[config.mk]
export PLATFORM = sky130hd
export DESIGN_NAME = midori_round_ctrl
export DESIGN_NICKNAME = d
export VERILOG_FILES = /design/src/rtl/midori_pkg.sv /design/src/rtl/midori_lin_layer.sv /design/src/rtl/midori_round_ctrl.sv
export SDC_FILE = /design/constraint.sdc
export NUM_CORES = 1
export LEC_CHECK = 0
export ABC_CLOCK_PERIOD_IN_PS = 7060
export CAP_MARGIN = 20
export CORE_AREA = 2 2 454 456
export CTS_CLUSTER_DIAMETER = 200
export DETAILED_ROUTE_END_ITERATION = 7
export DIE_AREA = 0 0 456 458
export GPL_TIMING_DRIVEN = 0
export SYNTH_ARGS = -nofsm -noshare
export SYNTH_HDL_FRONTEND = slang
export SYNTH_HIERARCHICAL = 1
export SYNTH_SLANG_ARGS = --single-unit
export TNS_END_PERCENT = 30
[constraint.sdc]
create_clock -name clk -period 7.06 [get_ports clk]
set_input_delay 1.059 -clock clk [delete_from_list [all_inputs] [get_ports clk]]
set_output_delay 1.059 -clock clk [all_outputs]
set_load 0.02 [all_outputs]
[src/rtl/midori_pkg.sv]
`default_nettype none
// ============================================================================
// Module   : midori_pkg
// Brief    : Midori64 constants, FSM state type and round-constant helper.
// Revision : 1.0
// ============================================================================
package midori_pkg;

  localparam int SBOX_LAT_DEF = 4;
  localparam int NROUNDS      = 15;
  localparam int RND_W        = 4;

  // Entry r, bit 15 belongs to cell 0.
  localparam logic [0:NROUNDS-1][15:0] BETA = {
    16'h15b3, 16'h78c0, 16'ha435, 16'h6213, 16'h104f,
    16'hd170, 16'h0266, 16'h0bcc, 16'h9481, 16'h40b8,
    16'h7197, 16'h228e, 16'h5130, 16'hf8ca, 16'hdf90
  };

  localparam logic [0:15][3:0] PERM = {
    4'd0,  4'd10, 4'd5,  4'd15, 4'd14, 4'd4,  4'd11, 4'd1,
    4'd9,  4'd3,  4'd12, 4'd6,  4'd7,  4'd13, 4'd2,  4'd8
  };

  typedef enum logic [1:0] {
    IDLE = 2'd0,
    SUB  = 2'd1,
    DONE = 2'd2
  } state_e;

  // Spread BETA[rnd] onto the LSB of each 4-bit cell; zero for rnd >= NROUNDS.
  function automatic logic [63:0] round_const(input logic [RND_W-1:0] rnd);
    logic [63:0] m;
    m = '0;
    for (int r = 0; r < NROUNDS; r++) begin
      if (rnd == RND_W'(r)) begin
        for (int j = 0; j < 16; j++) begin
          m[60-4*j] = BETA[r][15-j];
        end
      end
    end
    return m;
  endfunction

endpackage
`default_nettype wire

[src/rtl/midori_lin_layer.sv]
`default_nettype none
// ============================================================================
// Module   : midori_lin_layer
// Brief    : Midori64 ShuffleCell followed by MixColumn on a single share.
// Revision : 1.0
// ============================================================================
module midori_lin_layer
  import midori_pkg::*;
(
  input  logic [63:0] d_i,
  output logic [63:0] q_o
);

  logic [0:15][3:0] w_in_c;
  logic [0:15][3:0] w_sh_c;
  logic [0:15][3:0] w_mc_c;

  assign w_in_c = d_i;

  for (genvar i = 0; i < 16; i++) begin : g_shuffle
    assign w_sh_c[i] = w_in_c[PERM[i]];
  end

  // Each output cell is the XOR of the other three cells in its column.
  for (genvar c = 0; c < 4; c++) begin : g_col
    for (genvar r = 0; r < 4; r++) begin : g_row
      assign w_mc_c[4*c+r] = w_sh_c[4*c] ^ w_sh_c[4*c+1] ^ w_sh_c[4*c+2]
                           ^ w_sh_c[4*c+3] ^ w_sh_c[4*c+r];
    end
  end

  assign q_o = w_mc_c;

endmodule
`default_nettype wire

[src/rtl/midori_round_ctrl.sv]
`default_nettype none
// ============================================================================
// Module   : midori_round_ctrl
// Brief    : Three-share Midori64 round controller driving an external
//            masked Sbox layer; linear layer and key addition per share.
// Revision : 1.0
// ============================================================================
module midori_round_ctrl
  import midori_pkg::*;
#(
  parameter int SBOX_LAT = SBOX_LAT_DEF
) (
  input  logic          clk,
  input  logic          rst,
  input  logic          start,
  input  logic [63:0]   pt0,
  input  logic [63:0]   pt1,
  input  logic [63:0]   pt2,
  input  logic [127:0]  key0,
  input  logic [127:0]  key1,
  input  logic [127:0]  key2,
  output logic [63:0]   sb_in0,
  output logic [63:0]   sb_in1,
  output logic [63:0]   sb_in2,
  input  logic [63:0]   sb_out0,
  input  logic [63:0]   sb_out1,
  input  logic [63:0]   sb_out2,
  output logic          busy,
  output logic          done,
  output logic [63:0]   ct0,
  output logic [63:0]   ct1,
  output logic [63:0]   ct2
);

  localparam int                 C_CNT_W    = (SBOX_LAT < 1) ? 1 : $clog2(SBOX_LAT + 1);
  localparam logic [C_CNT_W-1:0] C_CNT_MAX  = C_CNT_W'(SBOX_LAT);
  localparam logic [RND_W-1:0]   C_RND_LAST = RND_W'(NROUNDS);

  state_e               fsm_q, fsm_d;
  logic [2:0][63:0]     state_q, state_d;
  logic [RND_W-1:0]     rnd_q, rnd_d;
  logic [C_CNT_W-1:0]   cnt_q, cnt_d;

  logic [2:0][63:0]     w_pt;
  logic [2:0][127:0]    w_key;
  logic [2:0][63:0]     w_sbo;
  logic [2:0][63:0]     w_lin;
  logic [2:0][63:0]     w_wk;
  logic [2:0][63:0]     w_rk;
  logic [63:0]          w_rc;

  assign w_pt  = {pt2, pt1, pt0};
  assign w_key = {key2, key1, key0};
  assign w_sbo = {sb_out2, sb_out1, sb_out0};
  assign w_rc  = round_const(rnd_q);

  // Every share is processed on its own; only share 0 carries the round constant.
  for (genvar s = 0; s < 3; s++) begin : g_share
    assign w_wk[s] = w_key[s][127:64] ^ w_key[s][63:0];
    assign w_rk[s] = (rnd_q[0] ? w_key[s][63:0] : w_key[s][127:64])
                   ^ ((s == 0) ? w_rc : 64'd0);

    midori_lin_layer u_lin (
      .d_i (w_sbo[s]),
      .q_o (w_lin[s])
    );
  end

  always_comb begin
    fsm_d   = fsm_q;
    state_d = state_q;
    rnd_d   = rnd_q;
    cnt_d   = cnt_q;
    unique case (fsm_q)
      IDLE: begin
        if (start) begin
          fsm_d   = SUB;
          state_d = w_pt ^ w_wk;
          rnd_d   = '0;
          cnt_d   = '0;
        end
      end
      SUB: begin
        if (cnt_q == C_CNT_MAX) begin
          cnt_d = '0;
          if (rnd_q == C_RND_LAST) begin
            state_d = w_sbo ^ w_wk;
            fsm_d   = DONE;
          end else begin
            state_d = w_lin ^ w_rk;
            rnd_d   = rnd_q + 1'b1;
          end
        end else begin
          cnt_d = cnt_q + 1'b1;
        end
      end
      DONE: fsm_d = IDLE;
      default: fsm_d = IDLE;
    endcase
  end

  always_ff @(posedge clk) begin
    if (rst) begin
      fsm_q   <= IDLE;
      state_q <= '0;
      rnd_q   <= '0;
      cnt_q   <= '0;
    end else begin
      fsm_q   <= fsm_d;
      state_q <= state_d;
      rnd_q   <= rnd_d;
      cnt_q   <= cnt_d;
    end
  end

  assign sb_in0 = state_q[0];
  assign sb_in1 = state_q[1];
  assign sb_in2 = state_q[2];
  assign ct0    = state_q[0];
  assign ct1    = state_q[1];
  assign ct2    = state_q[2];
  assign busy   = (fsm_q != IDLE);
  assign done   = (fsm_q == DONE);

endmodule
`default_nettype wire

==> flow_metrics.env <==
export IMPL_final_instance_count_excl_fill=6790
export IMPL_pin_count_of_the_biggest_net_entering_global_routing=11
export IMPL_max_cap_violations=0
export IMPL_hpwl_mm=210
export IMPL_grt_pass1_wl_mm=299
export IMPL_yosys_warnings=6
export IMPL_leak_pwr_nw=16.2
export IMPL_maxSlewViolCount=0
export IMPL_route_detailed_vias_per_inst=4.08
export IMPL_layout_area_seq_um2=4020
export IMPL_detailedRoute_firstIterationViolations=2671
export IMPL_min_path_type="reg -> reg"
export IMPL_overall_global_routing_usage_pct=22.1
export IMPL_cts_sinks=201
export IMPL_min_path_cells=1
export IMPL_synth_edf_count=0
export IMPL_die_width_um=456
export IMPL_postSynthRegisterBits=201
export IMPL_synthesis_area_um2=26600
export IMPL_top_level_ports=1157
export IMPL_final_total_negative_setup_slack_ns=0
export IMPL_placedCellCount=6684
export IMPL_vdd_drop_max_uv=169
export IMPL_syn_inst=2833
export IMPL_worst_r2r_cell_count=11
export IMPL_hold_viol_final=0
export IMPL_gp_congestion=1.01
export IMPL_post_synth_cell_area_avg_um2=9.37
export IMPL_dr_total_vias=27730
export IMPL_initial_antenna_violation_count=121
export IMPL_chipHeight_um=458
export IMPL_finalWorstPathRequiredPeriod_ns=3.61
export IMPL_pwr_density_cell_nw_per_um2=168
export IMPL_reg2reg_slack_ns=3.57
export IMPL_drt_pass1_iter_count=5
export IMPL_postCtsResizedCells=0
export IMPL_final_critical_path_share_of_the_clock_period_pct=51.1
export IMPL_crit_fanout=10
export IMPL_first_global_vias=26666
export IMPL_worst_r2r_startpoint="rnd_q[0]"
export IMPL_h_tree_levels=2
export IMPL_clock_tree_from_tritoncts="built"
export IMPL_mappedNetlistNets=3610
export IMPL_setup_worst_path_end_class="primary output"
export IMPL_grt_overflow=0
export IMPL_die_area_um2=209000
export IMPL_port_buffers=1156
export IMPL_rsz0062_at_grt="no"
export IMPL_ctsRootBufferMaster="clkbuf_16"
export IMPL_ys_dominant_reg_cell="dfxtp_1"
export IMPL_worst_rel_slew_slack_pct=9.47
export IMPL_drt_wirelength_per_cell_um=35.5
export IMPL_fin_nets=4812
export IMPL_initial_core_util_pct=13.0
export IMPL_critPathLaunchType="register"
export IMPL_setup_violations=0
export IMPL_multi_input_gate_area_um2=20100
export IMPL_wirelength_mm=241
export IMPL_critical_path_class="reg -> out"
export IMPL_max_slew_worst_pin_slew_ns=1.35
export IMPL_clkLatencyLatePin_ns=0.60
export IMPL_core_region_area_um2=204000
export IMPL_post_cts_setup_buffers=0
export IMPL_rows=166
export IMPL_postRouteAntennaNets=0
export IMPL_cts_buffers_inserted=37
export IMPL_hold_buffers=0
export IMPL_finClkSkew_ns=0.0198
export IMPL_share_of_layout_cells_above_drive_strength_1_pct=11.7
export IMPL_yosysUniqueCellTypes=66
export IMPL_ctsLongestPathBuffers=3
export IMPL_final_core_util_pct=21.1
export IMPL_worstHoldEndpoint="cnt_q[0]"
export IMPL_drcViolationCount=0
export IMPL_fmaxAchievable_mhz=277
export IMPL_ys_async_sr_fraction_pct=0
export IMPL_run_status="finished clean"
export IMPL_cp_arrival_ns=2.55
export IMPL_path_clk_slew_ns=0.06
export IMPL_rr_endpoint="ct0[44]"
export IMPL_worst_hold_startpoint="cnt_q[0]"
export IMPL_area_growth_synth_to_final_pct=62.1
export IMPL_fill_cells=22396
export IMPL_synth_seq_area_share_pct=15.2
export IMPL_required_time_of_the_critical_path_ns=6.00
Yosys cell counts, drive strengths merged, types with 2 or more instances:
| cell | count | area [um^2] |
|---|---|---|
| nor3 | 186 | 931 |
| and2 | 2 | 12.5 |
| nor4 | 5 | 31.3 |
| nor2 | 207 | 780 |
| xnor2 | 371 | 3250 |
| nand2 | 24 | 95.1 |
| o211a | 3 | 30.0 |
| a31oi | 9 | 56.3 |
| a211o | 6 | 52.6 |
| mux2i | 369 | 3690 |
| o21bai | 5 | 37.5 |
| nand3 | 10 | 55.1 |
| o21ai | 190 | 951 |
| a211oi | 11 | 82.6 |
| o22ai | 2 | 12.5 |
| and3b | 4 | 35.0 |
| o31ai | 4 | 35.0 |
| xor2 | 375 | 3280 |
| a21o | 4 | 30.0 |
| nor3b | 5 | 37.5 |
| buf | 300 | 2200 |
| nand4 | 5 | 31.3 |
| xor3 | 192 | 4920 |
| a21oi | 193 | 970 |
| nand3b | 5 | 37.5 |
| a31o | 3 | 26.3 |
| o211ai | 3 | 22.5 |
| a311oi | 2 | 17.5 |
| dfxtp | 201 | 4020 |
| and3 | 7 | 43.8 |
| nand2b | 12 | 75.1 |
| ha | 6 | 75.1 |
| o221ai | 7 | 61.3 |
| inv | 8 | 30.0 |
| or3 | 8 | 50.1 |
| nor2b | 5 | 31.3 |
| clkbuf | 60 | 225 |
| a32oi | 2 | 17.5 |
| a221oi | 5 | 43.8 |
worst max-delay path: stages (launching register included):
cell and delay [ns]:
dfxtp_1 0.34, clkbuf_1 0.48, nor2_1 0.18, inv_1 0.28, clkdlybuf4s50_1 0.67
where the power goes:
part	leakage, nW	internal [W]	switching (W)
clock	0.645	0.00125	0.000828
sequential	1.66	0.00124	0.000155
combinational	13.9	0.00181	0.00193
layout make-up:
cell class	instances	share of cell area (%)
Inverter	8	0.0698
Buffer	360	5.64
Clock inverter	15	0.471
Sequential cell	201	9.35
Multi-Input combinational cell	2264	46.7
Timing Repair Buffer	1163	27.2
Tap cell	2688	7.81
Clock buffer	52	2.59
Antenna cell	39	0.227
metrics by stage:
step | power (W) | hold WS, ns | setup WS (ns) | area (um^2)
finish | 0.00721 | 0.509 | 3.45 | 43000
global route | 0.00753 | 0.523 | 3.34 | 43000
CTS | 0.00733 | 0.509 | 3.43 | 42900
detailed placement | 0.00516 | 0.497 | 3.03 | 41600
global placement | 0.00515 | 0.489 | 2.62 | 41500
floorplan | 0.00326 | 0.466 | 4.64 | 26600
logic make-up (layout without fill, tap and decap cells):
kind of cell,Yosys count,count (layout),share of synthesized area [%]
compound gates,459,459,9.56
flops,201,201,15.2
mux,369,369,13.9
xor+xnor,938,938,43.1
fa+ha+maj,6,6,0.283
buf+inv,368,1598,9.25
simple gates,492,492,8.70
other cells,0,39,0
sequential cells by signal (all words and copies together), names as in the netlist:
| register | cells |
|---|---|
| ct0 | 64 |
| ct1 | 64 |
| ct2 | 64 |
| rnd_q | 4 |
| cnt_q | 3 |
| fsm_q | 2 |
how the worst max path moves through the flow:
stage / start / slack, ns / depth (start not counted) / endpoint
floorplan: rnd_q[0] / 4.64 / 11 / ct0[44]
global placement: rst / 2.62 / 4 / ct1[47]
detailed placement: start / 3.03 / 8 / ct1[36]
CTS: fsm_q[1] / 3.43 / 4 / busy
global route: fsm_q[1] / 3.34 / 4 / busy
finish: fsm_q[1] / 3.45 / 4 / busy
routing by layer:
| metal | vias to the layer above | wire [um] | global-route usage [%] |
|---|---|---|---|
| li1 | 12086 | - | - |
| met1 | 13797 | 97500 | 27.0 |
| met2 | 1473 | 116000 | 37.4 |
| met3 | 312 | 18200 | 5.45 |
| met4 | 62 | 9020 | 7.95 |
| met5 | - | 391 | 0 |
cell usage in the layout (no fill, tap or decap), drive strengths merged, types with 11 or more instances in the layout:
master / count
nor3: 186
inv: 11
buf: 307
dfxtp: 201
xor3: 192
diode: 39
a21oi: 193
clkdlybuf4s50: 1156
mux2i: 369
xor2: 375
nand2b: 12
o21ai: 190
xnor2: 371
nor2: 207
clkbuf: 112
a211oi: 11
nand2: 24
Power figures use the tool's default switching activity.
